<file path="src/rtl/cross_overlay.sv">
// Crosshair overlay on a raster pixel stream behind a single register stage.
// Optional blink (CROSS_OVERLAY_BLINK_EN) gates the cross on alternate frame groups.
module cross_overlay #(
  parameter int H_ACTIVE     = 320,
  parameter int V_ACTIVE     = 240,
  parameter int ARM_LEN      = 8,
  parameter int PIX_W        = 16,
  parameter int BLINK_FRAMES = 16
) (
  input  logic             clk,
  input  logic             rst,
  input  logic             ovl_en,
  input  logic [PIX_W-1:0] ovl_color,
  input  logic [15:0]      cx,
  input  logic [15:0]      cy,
  input  logic [PIX_W-1:0] s_data,
  input  logic             s_sof,
  input  logic             s_valid,
  output logic             s_ready,
  output logic [PIX_W-1:0] m_data,
  output logic             m_sof,
  output logic             m_eol,
  output logic             m_valid,
  input  logic             m_ready
);

  localparam logic [15:0] X_LAST = 16'(H_ACTIVE - 1);
  localparam logic [15:0] Y_LAST = 16'(V_ACTIVE - 1);
  localparam logic [15:0] ARM    = 16'(ARM_LEN);

  logic             m_valid_q, m_valid_d;
  logic [PIX_W-1:0] m_data_q, m_data_d;
  logic             m_sof_q, m_sof_d;
  logic             m_eol_q, m_eol_d;
  logic [15:0]      x_q, x_d, y_q, y_d;
  logic             en_q, en_d;
  logic [PIX_W-1:0] col_q, col_d;
  logic [15:0]      cx_q, cx_d, cy_q, cy_d;

  logic             xfer, en_new, en_cur, on_cross;
  logic [PIX_W-1:0] col_cur;
  logic [15:0]      x_cur, y_cur, cx_cur, cy_cur, dx, dy;

  assign s_ready = m_ready | ~m_valid_q;
  assign xfer    = s_valid & s_ready;
  assign m_valid = m_valid_q;
  assign m_data  = m_data_q;
  assign m_sof   = m_sof_q;
  assign m_eol   = m_eol_q;

`ifdef CROSS_OVERLAY_BLINK_EN
  localparam int FW = $clog2(2 * BLINK_FRAMES + 1);
  localparam logic [FW-1:0] F_LAST = FW'(2 * BLINK_FRAMES - 1);
  localparam logic [FW-1:0] F_HALF = FW'(BLINK_FRAMES);

  logic [FW-1:0] fcnt_q, fcnt_d;

  // Blink phase is frozen per frame by folding it into the latched enable
  assign en_new = ovl_en & (fcnt_q < F_HALF);

  always_comb begin
    fcnt_d = fcnt_q;
    if (xfer && s_sof)
      fcnt_d = (fcnt_q == F_LAST) ? '0 : fcnt_q + 1'b1;
  end

  always_ff @(posedge clk) begin
    if (rst) fcnt_q <= '0;
    else     fcnt_q <= fcnt_d;
  end
`else
  logic unused_blink;
  assign unused_blink = (BLINK_FRAMES != 0);
  assign en_new       = ovl_en;
`endif

  // A sof pixel is (0,0) and already uses the freshly sampled settings
  always_comb begin
    x_cur   = s_sof ? 16'd0 : x_q;
    y_cur   = s_sof ? 16'd0 : y_q;
    en_cur  = s_sof ? en_new : en_q;
    col_cur = s_sof ? ovl_color : col_q;
    cx_cur  = s_sof ? cx : cx_q;
    cy_cur  = s_sof ? cy : cy_q;
    dx = (x_cur >= cx_cur) ? x_cur - cx_cur : cx_cur - x_cur;
    dy = (y_cur >= cy_cur) ? y_cur - cy_cur : cy_cur - y_cur;
    on_cross = ((y_cur == cy_cur) && (dx <= ARM)) ||
               ((x_cur == cx_cur) && (dy <= ARM));
  end

  always_comb begin
    m_valid_d = m_valid_q;
    m_data_d  = m_data_q;
    m_sof_d   = m_sof_q;
    m_eol_d   = m_eol_q;
    x_d       = x_q;
    y_d       = y_q;
    en_d      = en_q;
    col_d     = col_q;
    cx_d      = cx_q;
    cy_d      = cy_q;
    if (xfer) begin
      m_valid_d = 1'b1;
      m_data_d  = (on_cross && en_cur) ? col_cur : s_data;
      m_sof_d   = s_sof;
      m_eol_d   = (x_cur == X_LAST);
      if (s_sof) begin
        en_d  = en_new;
        col_d = ovl_color;
        cx_d  = cx;
        cy_d  = cy;
      end
      if (x_cur == X_LAST) begin
        x_d = 16'd0;
        y_d = (y_cur == Y_LAST) ? 16'd0 : y_cur + 16'd1;
      end else begin
        x_d = x_cur + 16'd1;
        y_d = y_cur;
      end
    end else if (m_ready) begin
      m_valid_d = 1'b0;
    end
  end

  always_ff @(posedge clk) begin
    if (rst) begin
      m_valid_q <= 1'b0;
      m_data_q  <= '0;
      m_sof_q   <= 1'b0;
      m_eol_q   <= 1'b0;
      x_q       <= '0;
      y_q       <= '0;
      en_q      <= 1'b0;
      col_q     <= '0;
      cx_q      <= '0;
      cy_q      <= '0;
    end else begin
      m_valid_q <= m_valid_d;
      m_data_q  <= m_data_d;
      m_sof_q   <= m_sof_d;
      m_eol_q   <= m_eol_d;
      x_q       <= x_d;
      y_q       <= y_d;
      en_q      <= en_d;
      col_q     <= col_d;
      cx_q      <= cx_d;
      cy_q      <= cy_d;
    end
  end

endmodule

</file>
<file path="config.mk">
export PLATFORM = sky130hd
export DESIGN_NAME = cross_overlay
export DESIGN_NICKNAME = d
export VERILOG_FILES = /design/src/rtl/cross_overlay.sv
export SDC_FILE = /design/constraint.sdc
export NUM_CORES = 1
export LEC_CHECK = 0
export ABC_AREA = 1
export BUFFER_PORTS_ARGS = -buffer_cell sky130_fd_sc_hd__buf_2
export CAP_MARGIN = 25
export CORE_AREA = 3 3 140 142
export DETAILED_ROUTE_END_ITERATION = 12
export DIE_AREA = 0 0 143 145
export GPL_TIMING_DRIVEN = 1
export PLACE_DENSITY = 0.77
export SLEW_MARGIN = 20
export SYNTH_ARGS = -nofsm -noshare
export SYNTH_HDL_FRONTEND = slang
export SYNTH_SLANG_ARGS = --single-unit
</file>
<file path="constraint.sdc">
create_clock -name clk -period 7.7 [get_ports clk]
set_clock_uncertainty 0.1 [all_clocks]
set_input_delay 0.385 -clock clk [delete_from_list [all_inputs] [get_ports clk]]
set_output_delay 0.385 -clock clk [all_outputs]
set_load 0.05 [all_outputs]
</file>
**Word-level counts from Yosys, hierarchy flattened**

Index checks and enable logic that the tools add are counted.

- Logic and storage cells: 46
- Bits in registers: 100
- Output and inout port bits: 20

- Magnitude comparators: 4
- Reductions and logical operators: 5
- Bitwise logic cells: 3
- Eq/ne operators: 4
- Multiplexer cells: 14
- Add/subtract/negate cells: 6

Operator list:

| kind | count |
|---|---|
| two-way mux 16 bit | 11 |
| subtractor 16 bit | 4 |
| adder 16 x 1 -> 16 bit, second input constant | 2 |
| == test 16 bit | 2 |
| greater-or-equal comparator 16 bit | 2 |
| less-or-equal comparator 16 x 4 -> 1 bit, second input constant | 2 |
| == test 16 x 8 -> 1 bit, second input constant | 1 |
| == test 16 x 9 -> 1 bit, second input constant | 1 |
| logical AND 1 bit | 3 |
| two-way mux 1 bit | 3 |
| nonzero test 2 bit | 1 |
| AND 1 bit | 1 |
| logical OR 1 bit | 1 |
| NOT 1 bit | 1 |
| OR 1 bit | 1 |

**Longest topological paths before layout**

Gate-level depths: netlist (run 1).

- Depth after elaboration: 8
- Gate-level depth with buffers: 29
- Gate-level depth less buffers: 25

**Worst setup path before layout (run 1)**

OpenSTA, ideal clock, no wires.

- Path type: input port to flip-flop
- Start: input port s_sof
- End: register m_data_q[5] (netlist: m_data[5])
- Buffers on the path: 5
- Required time: 7.468 ns
- Setup slack: 3.990 ns
- Library setup time: 0.132 ns
- Stages on the path: 23
- Arrival time: 3.478 ns
- Path through: buf_6 -> buf_6 -> clkbuf_1 -> clkbuf_1 -> o21ai_0 -> ha_1 -> a21oi_1 -> o21ai_0 -> inv_1 -> nand2_1 -> nand2_1 -> nand3_1 -> nor2_1 -> nand2_1 -> nor2_1 -> nand2_1 -> nand2_1 -> nand2_1 -> nand2_4 -> buf_2 -> nand3_1 -> nand3_1 -> a21oi_1

- Longest elaborated chain between the ends: 8

Ends and longest elaborated chain:

| what | RTL line | RTL |
|---|---|---|
| from (decl) | 17 | `input logic s_sof,` |
| two-way mux 16 bit, on equally long branches | n/a |  |
| subtractor 16 bit, or another cell as far along | 85 | `dx = (x_cur >= cx_cur) ? x_cur - cx_cur : cx_cur - x_cur;` |
| two-way mux 16 bit, on equally long branches | 85, 86 |  |
| less-or-equal comparator 16 x 4 -> 1 bit, on equally long branches | 87, 88 |  |
| logical AND 1 bit, on equally long branches | 87, 88 |  |
| logical OR 1 bit | 87 | `on_cross = ((y_cur == cy_cur) && (dx <= ARM)) \|\|` |
| logical AND 1 bit | 104 | `m_data_d = (on_cross && en_cur) ? col_cur : s_data;` |
| two-way mux 16 bit * | 104 |  |
| to (signal assigned) | 139 | `m_data_q <= m_data_d;` |
| to (decl) | 32 | `logic [PIX_W-1:0] m_data_q, m_data_d;` |

Every way passes the cells marked *; elsewhere a longest branch is shown, timed or not.
A chain may end at the register's enable or synchronous reset.

**Worst setup path in the final report (run 1)**

- Start: input port s_sof
- End: register m_data_q[0] (netlist: m_data[0])

The elaborated chain is that of the path after synthesis.

==> results of run 1 <==
==> stage by stage <==
stage                     hold slack (ps)  instances
after floorplan                       345       1518
after global placement                351       1800
after detailed placement              356       1800
after CTS                             247       1816
after global routing                  269       1818
final                                 251       1819
==> report_power, final <==
part           leakage [nW]  switching (mW)  internal (mW)  total, mW
logic                  4.16           0.288          0.137      0.426
clock network         0.137           0.238          0.227      0.465
registers             0.821          0.0130          0.545      0.558
==> flip-flops by register name (all words and copies together), names as in the netlist <==
name	count
cx_q	16
m_data	16
m_sof	1
m_eol	1
en_q	1
col_q	16
y_q	16
cy_q	16
x_q	16
m_valid	1
==> synth_stat cells, types with 23 or more instances <==
master | n | area (um2)
sky130_fd_sc_hd__nand2_1 | 411 | 1540
sky130_fd_sc_hd__inv_1 | 227 | 852
sky130_fd_sc_hd__nor2_1 | 122 | 458
sky130_fd_sc_hd__a21oi_1 | 121 | 606
sky130_fd_sc_hd__nand3_1 | 120 | 601
sky130_fd_sc_hd__dfxtp_1 | 100 | 2000
sky130_fd_sc_hd__o21ai_0 | 83 | 415
sky130_fd_sc_hd__ha_1 | 64 | 801
sky130_fd_sc_hd__clkbuf_1 | 34 | 128
sky130_fd_sc_hd__or2_2 | 30 | 188
sky130_fd_sc_hd__nand4_1 | 24 | 150
sky130_fd_sc_hd__a211oi_1 | 23 | 173
==> metal layers <==
metal / GRT usage / vias to the layer above
li1: - / 4975
met1: 0.369 / 4380
met2: 0.391 / 382
met3: 0.0491 / 37
met4: 0.0680 / 0
met5: 0 / -
==> worst max path at each step <==
stage	startpoint	endpoint	slack (ps)	cells past startpoint
global route	s_sof	m_data[1]	2940	21
floorplan	s_sof	m_data[5]	3990	23
finish	s_sof	m_data[0]	3350	22
detailed placement	s_sof	m_data[10]	3090	22
global placement	s_sof	m_data[14]	3090	22
CTS	s_sof	m_data[0]	3400	22
==> critical path, cell delays in order <==
cell,delay [ps]
sky130_fd_sc_hd__buf_2,440
sky130_fd_sc_hd__buf_4,660
sky130_fd_sc_hd__o21ai_0,340
sky130_fd_sc_hd__ha_1,560
sky130_fd_sc_hd__nand2_1,200
sky130_fd_sc_hd__nor2_4,180
sky130_fd_sc_hd__nand2_1,110
sky130_fd_sc_hd__nand3_2,110
sky130_fd_sc_hd__nand2_1,50
sky130_fd_sc_hd__nand2_1,100
sky130_fd_sc_hd__nand2_1,60
sky130_fd_sc_hd__nor2_1,130
sky130_fd_sc_hd__nand3_1,80
sky130_fd_sc_hd__nor2_1,110
sky130_fd_sc_hd__nand2_1,70
sky130_fd_sc_hd__nand2_1,60
sky130_fd_sc_hd__nand2_1,90
sky130_fd_sc_hd__nand2_4,210
sky130_fd_sc_hd__nand2_4,180
sky130_fd_sc_hd__nand2_1,110
sky130_fd_sc_hd__nand3_1,70
sky130_fd_sc_hd__a21oi_1,160
==> logic make-up after synthesis <==
family	count (synthesis)
xor+xnor	18
simple gates	781
fa+ha+maj	64
mux	18
buf+inv	286
flops	100
compound gates	251
==> area by class of cell <==
type                            instances  area [um2]  share of cell area
Antenna cell                            1        2.50            0.000249
Clock buffer                           10         229              0.0228
Inverter                              239         906              0.0903
Sequential cell                       100        2000               0.200
Timing Repair Buffer                   97         538              0.0536
Multi-Input combinational cell       1132        6000               0.599
Clock inverter                          6        56.3             0.00561
Tap cell                              234         293              0.0292
==> impl_summary.log, run 1 <==
[metrics] outcome: finished clean
[metrics] height of the die: 145 um
[metrics] share of the synthesized area in compound gates (AO/OA/AOI/OAI): 0.151
[metrics] share of the clock period used by the worst path after layout: 0.565
[metrics] highest routed layer: met4
[metrics] filler cell count in the final layout: about 1800
[metrics] most common library cell in the layout ignoring fill and taps: sky130_fd_sc_hd__nand2_1
[metrics] Core Box Area: between 15000 and 20000 um2
[metrics] Antenna Violating Nets Remaining: 0
[metrics] Iter 0 DRT Violations: slightly above 800
[metrics] final critical-path required period: 4350 ps
[metrics] number of cells on the worst reg-to-reg path: 20
[metrics] largest family of logic cells by synthesized area: simple AND/OR/NAND/NOR gates
[metrics] proportion of synthesized area in mux cells: 0.0198
[metrics] worst hold-check path type: primary input to register
[metrics] remaining design rule violation count: 0
[metrics] worst-case hold path end point: m_data[12]
[metrics] Detail Route met3 WL: between 2000 and 2500 um
[metrics] clock tree from TritonCTS: yes
[metrics] source of the worst register-to-register timing path: x_q[7]
[metrics] worst endpoint required time: 7890 ps
[metrics] final standard cell area without fillers: 10000 um2
[metrics] final core area utilization: 0.540
[metrics] number of global-route vias before repair: roughly 9000
[metrics] effective utilization at floorplan: 0.491
[metrics] Synth Cell Area: around 9100 um2
[metrics] Max IR drop VDD: 0.000110 V
[metrics] aggregate routed wire length: 26700 um
[metrics] post-synthesis to final-layout area growth: 10.0%
[metrics] maximum number of pins on one net before global-route repair: approximately 110
[metrics] Final Wtd Congestion: 1.01
[metrics] most frequently used flop master after synthesis: sky130_fd_sc_hd__dfxtp_1
[metrics] number of instances in the synthesized netlist: 1518
[metrics] Synth cell types: 45
[metrics] final routed wire length divided by cell count: between 10 and 15 um
[metrics] final setup violation count: 0
[metrics] Worst slew margin: 0.471
[metrics] layout cells sized above 1: 0.135
[metrics] vias post-DR: 9774
[metrics] total power: 1.45 mW
[metrics] met2 WL post-DR: 11500 um
[metrics] final number of max-transition violations: 0
[metrics] Worst Slack Setup Final: roughly 3300 ps
[metrics] source-to-sink clock delay at the later pin of the worst-skew pair: 370 ps
[metrics] share of the yosys chip area belonging to registers: 0.220
[metrics] # nets final: about 1700
[metrics] cell area power density: 144 nW/um2
[metrics] capturing element type of the critical path: register
[metrics] antenna violations before repair: 0
[metrics] setup total negative slack: 0 ps
[metrics] number of standard-cell rows in the floorplan: 50
[metrics] Via-to-Cell Ratio: 5.37
[metrics] wire length of the first global-routing pass: ~44000 um
[metrics] clock edge transition at the registers on the reported setup and hold paths: roughly 80 ps
[metrics] Die ar.: between 20000 and 25000 um2
[metrics] Post-synth EDFFs: 0
[metrics] simple-gate area share of the yosys netlist: 0.383
[metrics] launch point of the worst hold path: s_data[12]
[metrics] proportion of synthesized flip-flops having asynchronous set or reset: 0
[metrics] Die W: around 140 um
[metrics] path type of the worst setup path: primary input to register
[metrics] clock net sink count: 100
[metrics] port bufs: ~90
[metrics] H-Tree Level Count: 3
[metrics] arrival time reported for the critical path endpoint: 4540 ps
[metrics] number of buffers inserted for hold repair after clock tree synthesis: 0
[metrics] instance area after placement: 9700 um2
[metrics] Worst Setup Slack post-DPL: 3090 ps
[metrics] synthesized-area fraction occupied by xor and xnor cells: 0.0173
[metrics] post-synthesis area per instance: 6.01 um2
[metrics] Detail Placement HPWL: roughly 21000 um
[metrics] library cell used as clock root buffer: sky130_fd_sc_hd__clkbuf_16
[metrics] number of CTS-inserted buffers: 9
[metrics] type of element launching the critical path: primary input
[metrics] Hold Path Cell Cnt: 5
[metrics] reg-to-reg setup timing slack: about 4200 ps
[metrics] number of cells upsized or downsized after cts: 0
[metrics] grt total ovfl: 0
[metrics] worst flop-to-flop path endpoint: m_data[0]
[metrics] share of synthesized cell area in full adder, half adder and majority cells: 0.0878
[metrics] net count after synthesis: 1652
[metrics] most frequent cells in the layout: sky130_fd_sc_hd__nand2_1, sky130_fd_sc_hd__inv_1, sky130_fd_sc_hd__nor2_1
[metrics] Max Clock Freq: 0.230 GHz
[metrics] length of the first detailed-routing pass in iterations: 5
[metrics] transition time at the pin with the least slew margin: 793 ps
[metrics] Lkg Pwr: 5.12 nW
[metrics] wl on met1: approximately 13000 um
[metrics] # Max-Cap Violations: 0
[metrics] maximum number of buffers from clock root to sink: 2
[metrics] Post-CTS Setup Inserts: 0
[metrics] #FFs+latches synth: 100
[metrics] combined global-route utilization of all metal layers: 0.256
[metrics] maximum fanout count along the critical path: 53
[metrics] setup repair after global routing missed its margin: no
[metrics] Fin. Hold Viols: 0
[metrics] synthesis warning total: 0
[metrics] I/O pin count: 90
(Power assumes the default switching activity.)
==> inputs of run 2 (changes only) <==
- clock period: 7.7 -> 4.42 ns (I/O delays scaled with it)
==> run 2 against run 1 <==
  * Total power up 77%
  * Hold slack worse by 160 ps
  * Clock power up 86%
  * Critical path depth down 2
  * First-iteration DRC count up 14%
  * Sequential share of layout area about the same
  * Core utilization about the same
  * Final cell count about the same
  * Register-to-register slack worse by 3200 ps
  * Non-clock buffer count down 1
  * Setup slack worse by 2400 ps
  * Sequential cell count unchanged
  * Critical path type unchanged
  * Largest cell class unchanged
==> impl_summary.log, run 2 (synthesized netlist as in run 1, its figures left out) <==
[metrics] crit-path most repeated cell: sky130_fd_sc_hd__nand2_1
[metrics] Lkg Pwr: 5.12 nW (about the same)
[metrics] Fin. Hold Viols: 0 (unchanged)
[metrics] type of element launching the critical path: primary input
[metrics] source-to-sink clock delay at the later pin of the worst-skew pair: 360 ps (about the same)
[metrics] most frequent cells in the layout: sky130_fd_sc_hd__nand2_1, sky130_fd_sc_hd__inv_1, sky130_fd_sc_hd__nor2_1
[metrics] vias post-DR: 9766 (-0.082%)
[metrics] Max stage delay on crit path: 480 ps (-180 ps)
[metrics] path type of the worst setup path: primary input to register
[metrics] Max Clock Freq: 0.286 GHz
[metrics] layout cells sized above 1: 0.135 (-0.000546)
[metrics] wire length of the first global-routing pass: 43700 um (-0.56%)
[metrics] capturing element type of the critical path: register
[metrics] remaining design rule violation count: 0 (unchanged)
[metrics] outcome: finished clean
[metrics] cell area power density: 256 nW/um2 (+77%)
[metrics] Die ar.: 20700 um2 (unchanged)
[metrics] final core area utilization: 0.540 (about the same)
[metrics] end point of the critical path: m_data[8]
[metrics] port bufs: 89 (unchanged)
[metrics] clock tree from TritonCTS: yes
[metrics] most common library cell in the layout ignoring fill and taps: sky130_fd_sc_hd__nand2_1
[metrics] setup repair after global routing missed its margin: no
[metrics] maximum number of buffers from clock root to sink: 2 (unchanged)
[metrics] # nets final: 1712 (-0.058%)
[metrics] library cell used as clock root buffer: sky130_fd_sc_hd__clkbuf_16
[metrics] grt total ovfl: 0 (unchanged)
[metrics] combined global-route utilization of all metal layers: 0.255 (-0.00152)
[metrics] clock edge transition at the registers on the reported setup and hold paths: 80 ps (about the same)
[metrics] Final Wtd Congestion: 0.965 (-4.2%)
[metrics] source of the worst register-to-register timing path: y_q[5]
[metrics] maximum fanout count along the critical path: 44 (-17%)
[metrics] Worst slew margin: 0.475 (+0.00409)
[metrics] worst hold-check path type: primary input to register
[metrics] Core Box Area: 18600 um2 (unchanged)
[metrics] antenna violations before repair: 0 (unchanged)
[metrics] number of CTS-inserted buffers: 9 (unchanged)
[metrics] aggregate routed wire length: 27000 um (+1.1%)
[metrics] Via-to-Cell Ratio: 5.37 (about the same)
[metrics] effective utilization at floorplan: 0.491 (unchanged)
[metrics] buffer and inverter count on the worst path: 2 (unchanged)
[metrics] final routed wire length divided by cell count: 14.8 um (+1.1%)
[metrics] # Max-Cap Violations: 0 (unchanged)
[metrics] arrival time reported for the critical path endpoint: 3670 ps (-870 ps)
[metrics] number of buffers inserted for hold repair after clock tree synthesis: 0 (unchanged)
[metrics] length of the first detailed-routing pass in iterations: 6 (+1)
[metrics] crit-path cells: buf_2 > inv_8 > or2_2 > o21ai_0 > ha_1 > nand2_1 > o21ai_0 > nand2_1 > nand2_1 > xor2_1 > nand3_1 > nand2_1 > nand2_1 > nor2_1 > nand3_2 > nand2_4 > nand2_4 > nand2_1 > nand3_1 > a21oi_1
[metrics] filler cell count in the final layout: 1874 (+2.1%)
[metrics] area of the multi-input gates: 6000 um2 (unchanged)
[metrics] logic depth of the worst setup path including buffers: 20 (-9.1%)
[metrics] post-synthesis to final-layout area growth: 10.0% (about the same)
[metrics] Die W: 143 um (unchanged)
[metrics] setup total negative slack: 0 ps (unchanged)
[metrics] sequential cell area in the final layout: 2000 um2 (unchanged)
[metrics] share of the clock period used by the worst path after layout: 0.790
[metrics] final setup violation count: 0 (unchanged)
[metrics] transition time at the pin with the least slew margin: 787 ps (-6.02 ps)
[metrics] number of global-route vias before repair: 8833 (-2.4%)
[metrics] clock net sink count: 100 (unchanged)
[metrics] worst flop-to-flop path endpoint: m_data[8]
[metrics] number of cells on the worst reg-to-reg path: 20 (unchanged)
[metrics] Post-CTS Setup Inserts: 0 (unchanged)
[metrics] Max IR drop VDD: 0.000189 V (+71%)
[metrics] reg-to-reg setup timing slack: 1000 ps (-3190 ps)
[metrics] critical path startpoint: s_sof
[metrics] Hold Slack: 93.4 ps (-157 ps)
[metrics] kind of cell adding the most delay to the critical path: simple AND/OR/NAND/NOR gates
[metrics] final number of max-transition violations: 0 (unchanged)
[metrics] I/O pin count: 90 (unchanged)
[metrics] height of the die: 145 um (unchanged)
[metrics] worst endpoint required time: 4600 ps (-3290 ps)
[metrics] Iter 0 DRT Violations: 945 (+14%)
[metrics] H-Tree Level Count: 3 (unchanged)
[metrics] maximum number of pins on one net before global-route repair: 129 (+21%)
[metrics] number of standard-cell rows in the floorplan: 50 (unchanged)
[metrics] Antenna Violating Nets Remaining: 0 (unchanged)
[metrics] number of cells upsized or downsized after cts: 0 (unchanged)
[metrics] Detail Placement HPWL: 20700 um (+0.75%)
[metrics] final critical-path required period: between 3000 and 4000 ps
[metrics] Critical Path Slowest Stage Cell: sky130_fd_sc_hd__ha_1
## run 2: final cells by class
class | count | share of cell area
multi-input cells | 1132 | 0.598
inverters | 239 | 0.0903
repair buffers | 96 | 0.0516
clock buffers | 10 | 0.0228
well taps | 234 | 0.0292
clock inverters | 6 | 0.00786
flip-flops and latches | 100 | 0.200
diodes | 1 | 0.000249
## run 2: worst min-delay path, delay by kind of cell
kind,cells,cell delay [ps]
AOI/OAI and AO/OA,1,50
buffers and inverters,2,130
and+or+nand+nor,2,100
## run 2: worst min path at each step
stage,slack [ps],depth (start not counted),from,to
detailed placement,360,2,y_q[13],y_q[13]
global placement,350,2,y_q[15],y_q[15]
floorplan,350,2,x_q[0],x_q[0]
finish,90,5,s_data[12],m_data[12]
CTS,90,5,s_data[11],m_data[11]
global route,110,5,s_data[1],m_data[1]
## run 2: metrics by stage
| step | power, mW | setup slack (ps) | std cells | area (um2) |
|---|---|---|---|---|
| floorplan | 1.53 | 874 | 1518 | 9120 |
| global placement | 1.70 | 667 | 1800 | 9710 |
| detailed placement | 1.71 | 627 | 1800 | 9710 |
| CTS | 2.56 | 993 | 1816 | 10000 |
| global route | 2.71 | 526 | 1817 | 10000 |
| finish | 2.57 | 927 | 1818 | 10000 |
## run 2: metal layers
metal	wire (um)	vias to the layer above	GRT usage
li1	-	4978	-
met1	12900	4373	0.380
met4	469	0	0.0689
met3	2050	36	0.0313
met5	0	-	0
met2	11500	379	0.384
## run 2: power breakdown
part,internal [mW],switching [mW]
registers,0.949,0.0224
logic,0.236,0.498
clock network,0.453,0.412
total,1.64,0.932
==> inputs of run 3 (changes only) <==
- PLACE_DENSITY: 0.77 -> 0.8
- clock period: 4.42 -> 3.2 ns (I/O delays scaled with it)
==> run 3 against run 2 <==
  * Sequential share of layout area decreased by 2.5 points
  * Critical path depth up 2
  * Combinational power up 65%
  * Total power is 45% higher
  * Core utilization increased by 7.7 points
  * Count of clock-buffer cells in the layout is 1 lower
  * Critical endpoint is now m_data[12]
==> impl_summary.log, run 3 (synthesized netlist as in run 1, its figures left out) <==
[metrics] Hold Slack: 44.0 ps (-49.4 ps)
[metrics] number of diodes added for antenna fixing: 0 (-1)
[metrics] # nets final: 1864 (+8.9%)
[metrics] final number of max-transition violations: 0 (unchanged)
[metrics] reg-to-reg setup timing slack: 90 ps (-910 ps)
[metrics] crit-path most repeated cell: sky130_fd_sc_hd__nand2_1
[metrics] Die W: 143 um (unchanged)
[metrics] highest routed layer: met5
[metrics] Critical Path Slowest Stage Cell: sky130_fd_sc_hd__dfxtp_1
[metrics] filler cell count in the final layout: 1551 (-17%)
[metrics] Worst Setup Slack post-DPL: -271 ps (-897 ps)
[metrics] instance area after placement: 10900 um2 (+12%)
[metrics] Max IR drop VDD: 0.000320 V (+69%)
[metrics] layout cells sized above 1: 0.247 (+0.113)
[metrics] worst flop-to-flop path endpoint: m_data[12]
[metrics] post-synthesis to final-layout area growth: 25.8%
[metrics] most frequent cells in the layout: sky130_fd_sc_hd__nand2_1, sky130_fd_sc_hd__inv_1, sky130_fd_sc_hd__buf_4
[metrics] kind of cell adding the most delay to the critical path: simple AND/OR/NAND/NOR gates
[metrics] Worst Slack Setup Final: 89.9 ps (-837 ps)
[metrics] total power: 3.73 mW (+45%)
[metrics] port bufs: 89 (unchanged)
[metrics] final setup violation count: 0 (unchanged)
[metrics] Core Box Area: 18600 um2 (unchanged)
[metrics] clock net sink count: 100 (unchanged)
[metrics] logic depth of the worst setup path including buffers: 22 (+10%)
[metrics] Hold Path Cell Cnt: 5 (unchanged)
[metrics] capturing element type of the critical path: register
[metrics] library cell used as clock root buffer: sky130_fd_sc_hd__clkbuf_16
[metrics] wl on met1: 13100 um (+0.87%)
[metrics] met2 WL post-DR: 12200 um (+6.1%)
[metrics] number of global-route vias before repair: 9886 (+12%)
[metrics] combined global-route utilization of all metal layers: 0.263 (+0.00847)
[metrics] maximum number of pins on one net before global-route repair: 102 (-21%)
[metrics] type of element launching the critical path: register
[metrics] effective utilization at floorplan: 0.491 (unchanged)
[metrics] antenna violations before repair: 1 (+1)
[metrics] worst hold-check path type: primary input to register
[metrics] transition time at the pin with the least slew margin: 931 ps (+144 ps)
[metrics] final critical-path required period: 3110 ps
[metrics] number of cells on the worst reg-to-reg path: 22 (+10%)
[metrics] Lkg Pwr: 5.84 nW (+14%)
[metrics] Detail Route met3 WL: 2210 um (+7.7%)
[metrics] Iter 0 DRT Violations: 936 (-0.95%)
[metrics] H-Tree Level Count: 3 (unchanged)
[metrics] final core area utilization: 0.617 (+0.0772)
[metrics] Antenna Violating Nets Remaining: 0 (unchanged)
[metrics] placed cell count: 1952 (+8.4%)
[metrics] Fin. Hold Viols: 0 (unchanged)
[metrics] grt total ovfl: 0 (unchanged)
[metrics] crit-path cells: inv_2 > nor2_4 > inv_1 > ha_1 > inv_1 > nand2_1 > inv_1 > o21ai_0 > buf_4 > nand2_1 > nand2_1 > xor2_1 > nand3_1 > nand2_1 > nand2_1 > nor2_2 > nand3_2 > nand2_4 > buf_6 > nand3_1 > nand3_1 > a21oi_2
[metrics] source-to-sink clock delay at the later pin of the worst-skew pair: 350 ps (about the same)
[metrics] maximum number of buffers from clock root to sink: 2 (unchanged)
[metrics] Max stage delay on crit path: 360 ps (-120 ps)
[metrics] I/O pin count: 90 (unchanged)
[metrics] share of the clock period used by the worst path after layout: 0.972
[metrics] Final Wtd Congestion: 0.998 (+3.4%)
[metrics] Via-to-Cell Ratio: 5.38 (+0.21%)
[metrics] clock edge transition at the registers on the reported setup and hold paths: 80 ps (about the same)
[metrics] maximum fanout count along the critical path: 7 (-84%)
[metrics] most common library cell in the layout ignoring fill and taps: sky130_fd_sc_hd__nand2_1
[metrics] vias post-DR: 10599 (+8.5%)
[metrics] final standard cell area without fillers: 11500 um2 (+14%)
[metrics] height of the die: 145 um (unchanged)
[metrics] number of standard cells in the layout, taps in and fillers out: 1969 (+8.3%)
[metrics] arrival time reported for the critical path endpoint: 3220 ps (-450 ps)
[metrics] clock tree from TritonCTS: yes
[metrics] path type of the worst setup path: register to register
[metrics] Max Clock Freq: 0.322 GHz
[metrics] Worst slew margin: 0.378 (-0.0968)
[metrics] setup total negative slack: 0 ps (unchanged)
[metrics] number of standard-cell rows in the floorplan: 50 (unchanged)
[metrics] # Max-Cap Violations: 0 (unchanged)
[metrics] cell area power density: 325 nW/um2 (+27%)
[metrics] Detail Placement HPWL: 21400 um (+3.0%)
[metrics] remaining design rule violation count: 0 (unchanged)
[metrics] Die ar.: 20700 um2 (unchanged)
[metrics] sequential cell area in the final layout: 2000 um2 (+0.12%)
[metrics] final routed wire length divided by cell count: 14.4 um (-3.3%)
[metrics] length of the first detailed-routing pass in iterations: 5 (-1)
[metrics] source of the worst register-to-register timing path: x_q[2]
[metrics] outcome: finished clean
[metrics] worst endpoint required time: 3310 ps (-1290 ps)
[metrics] buffer and inverter count on the worst path: 6 (+4)
[metrics] launch point of the worst hold path: s_data[10]
[metrics] wire length of the first global-routing pass: 45800 um (+4.8%)
[metrics] worst-case hold path end point: m_data[10]
[metrics] number of CTS-inserted buffers: 9 (unchanged)
[metrics] aggregate routed wire length: 28300 um (+4.8%)
[metrics] area of the multi-input gates: 6280 um2 (+4.5%)
-- run 3: changes by cell type in the layout (fill, tap and decap cells not counted), sizes merged --
cell,before,now
diode,1,0
buf,96,247
inv,240,241
-- run 3: cell type report --
class,instances,share of cell area
Inverter,239,0.0790
Multi-Input combinational cell,1132,0.547
Tap cell,234,0.0255
Sequential cell,100,0.175
Clock inverter,7,0.00775
Clock buffer,9,0.0196
Timing Repair Buffer,248,0.146
-- run 3: how the worst max path moves through the flow --
stage	endpoint	startpoint	slack, ps
after detailed placement	m_data[13]	s_sof	-270
after global routing	m_data[12]	cx_q[0]	-80
after global placement	m_data[14]	s_sof	-210
after CTS	m_data[12]	x_q[2]	30
after floorplan	m_data[10]	s_sof	30
final	m_data[12]	x_q[2]	90
-- run 3: tightest hold or removal path: stages --
cell,delay (ps)
sky130_fd_sc_hd__buf_2,90
sky130_fd_sc_hd__inv_1,40
sky130_fd_sc_hd__nand2_1,40
sky130_fd_sc_hd__nand3_1,60
sky130_fd_sc_hd__a21oi_1,50
-- run 3: repair_timing --
item | 4_1_cts | 5_1_grt
hold buffers | 0 | 0
resized for setup | 0 | 103
buffers inserted | 0 | 1
setup endpoints to repair | 0 | 17
-- run 3: per-layer routing --
layer  GRT usage  up-vias
met4      0.0865        2
met5           0        -
met2       0.397      463
met3      0.0442       60
met1       0.379     4792
li1            -     5282
-- run 3: power by group --
part	internal, mW	switching, mW	total (mW)
clock	0.627	0.537	1.16
sequential	1.31	0.0360	1.35
combinational	0.468	0.747	1.21
total	2.41	1.32	3.73
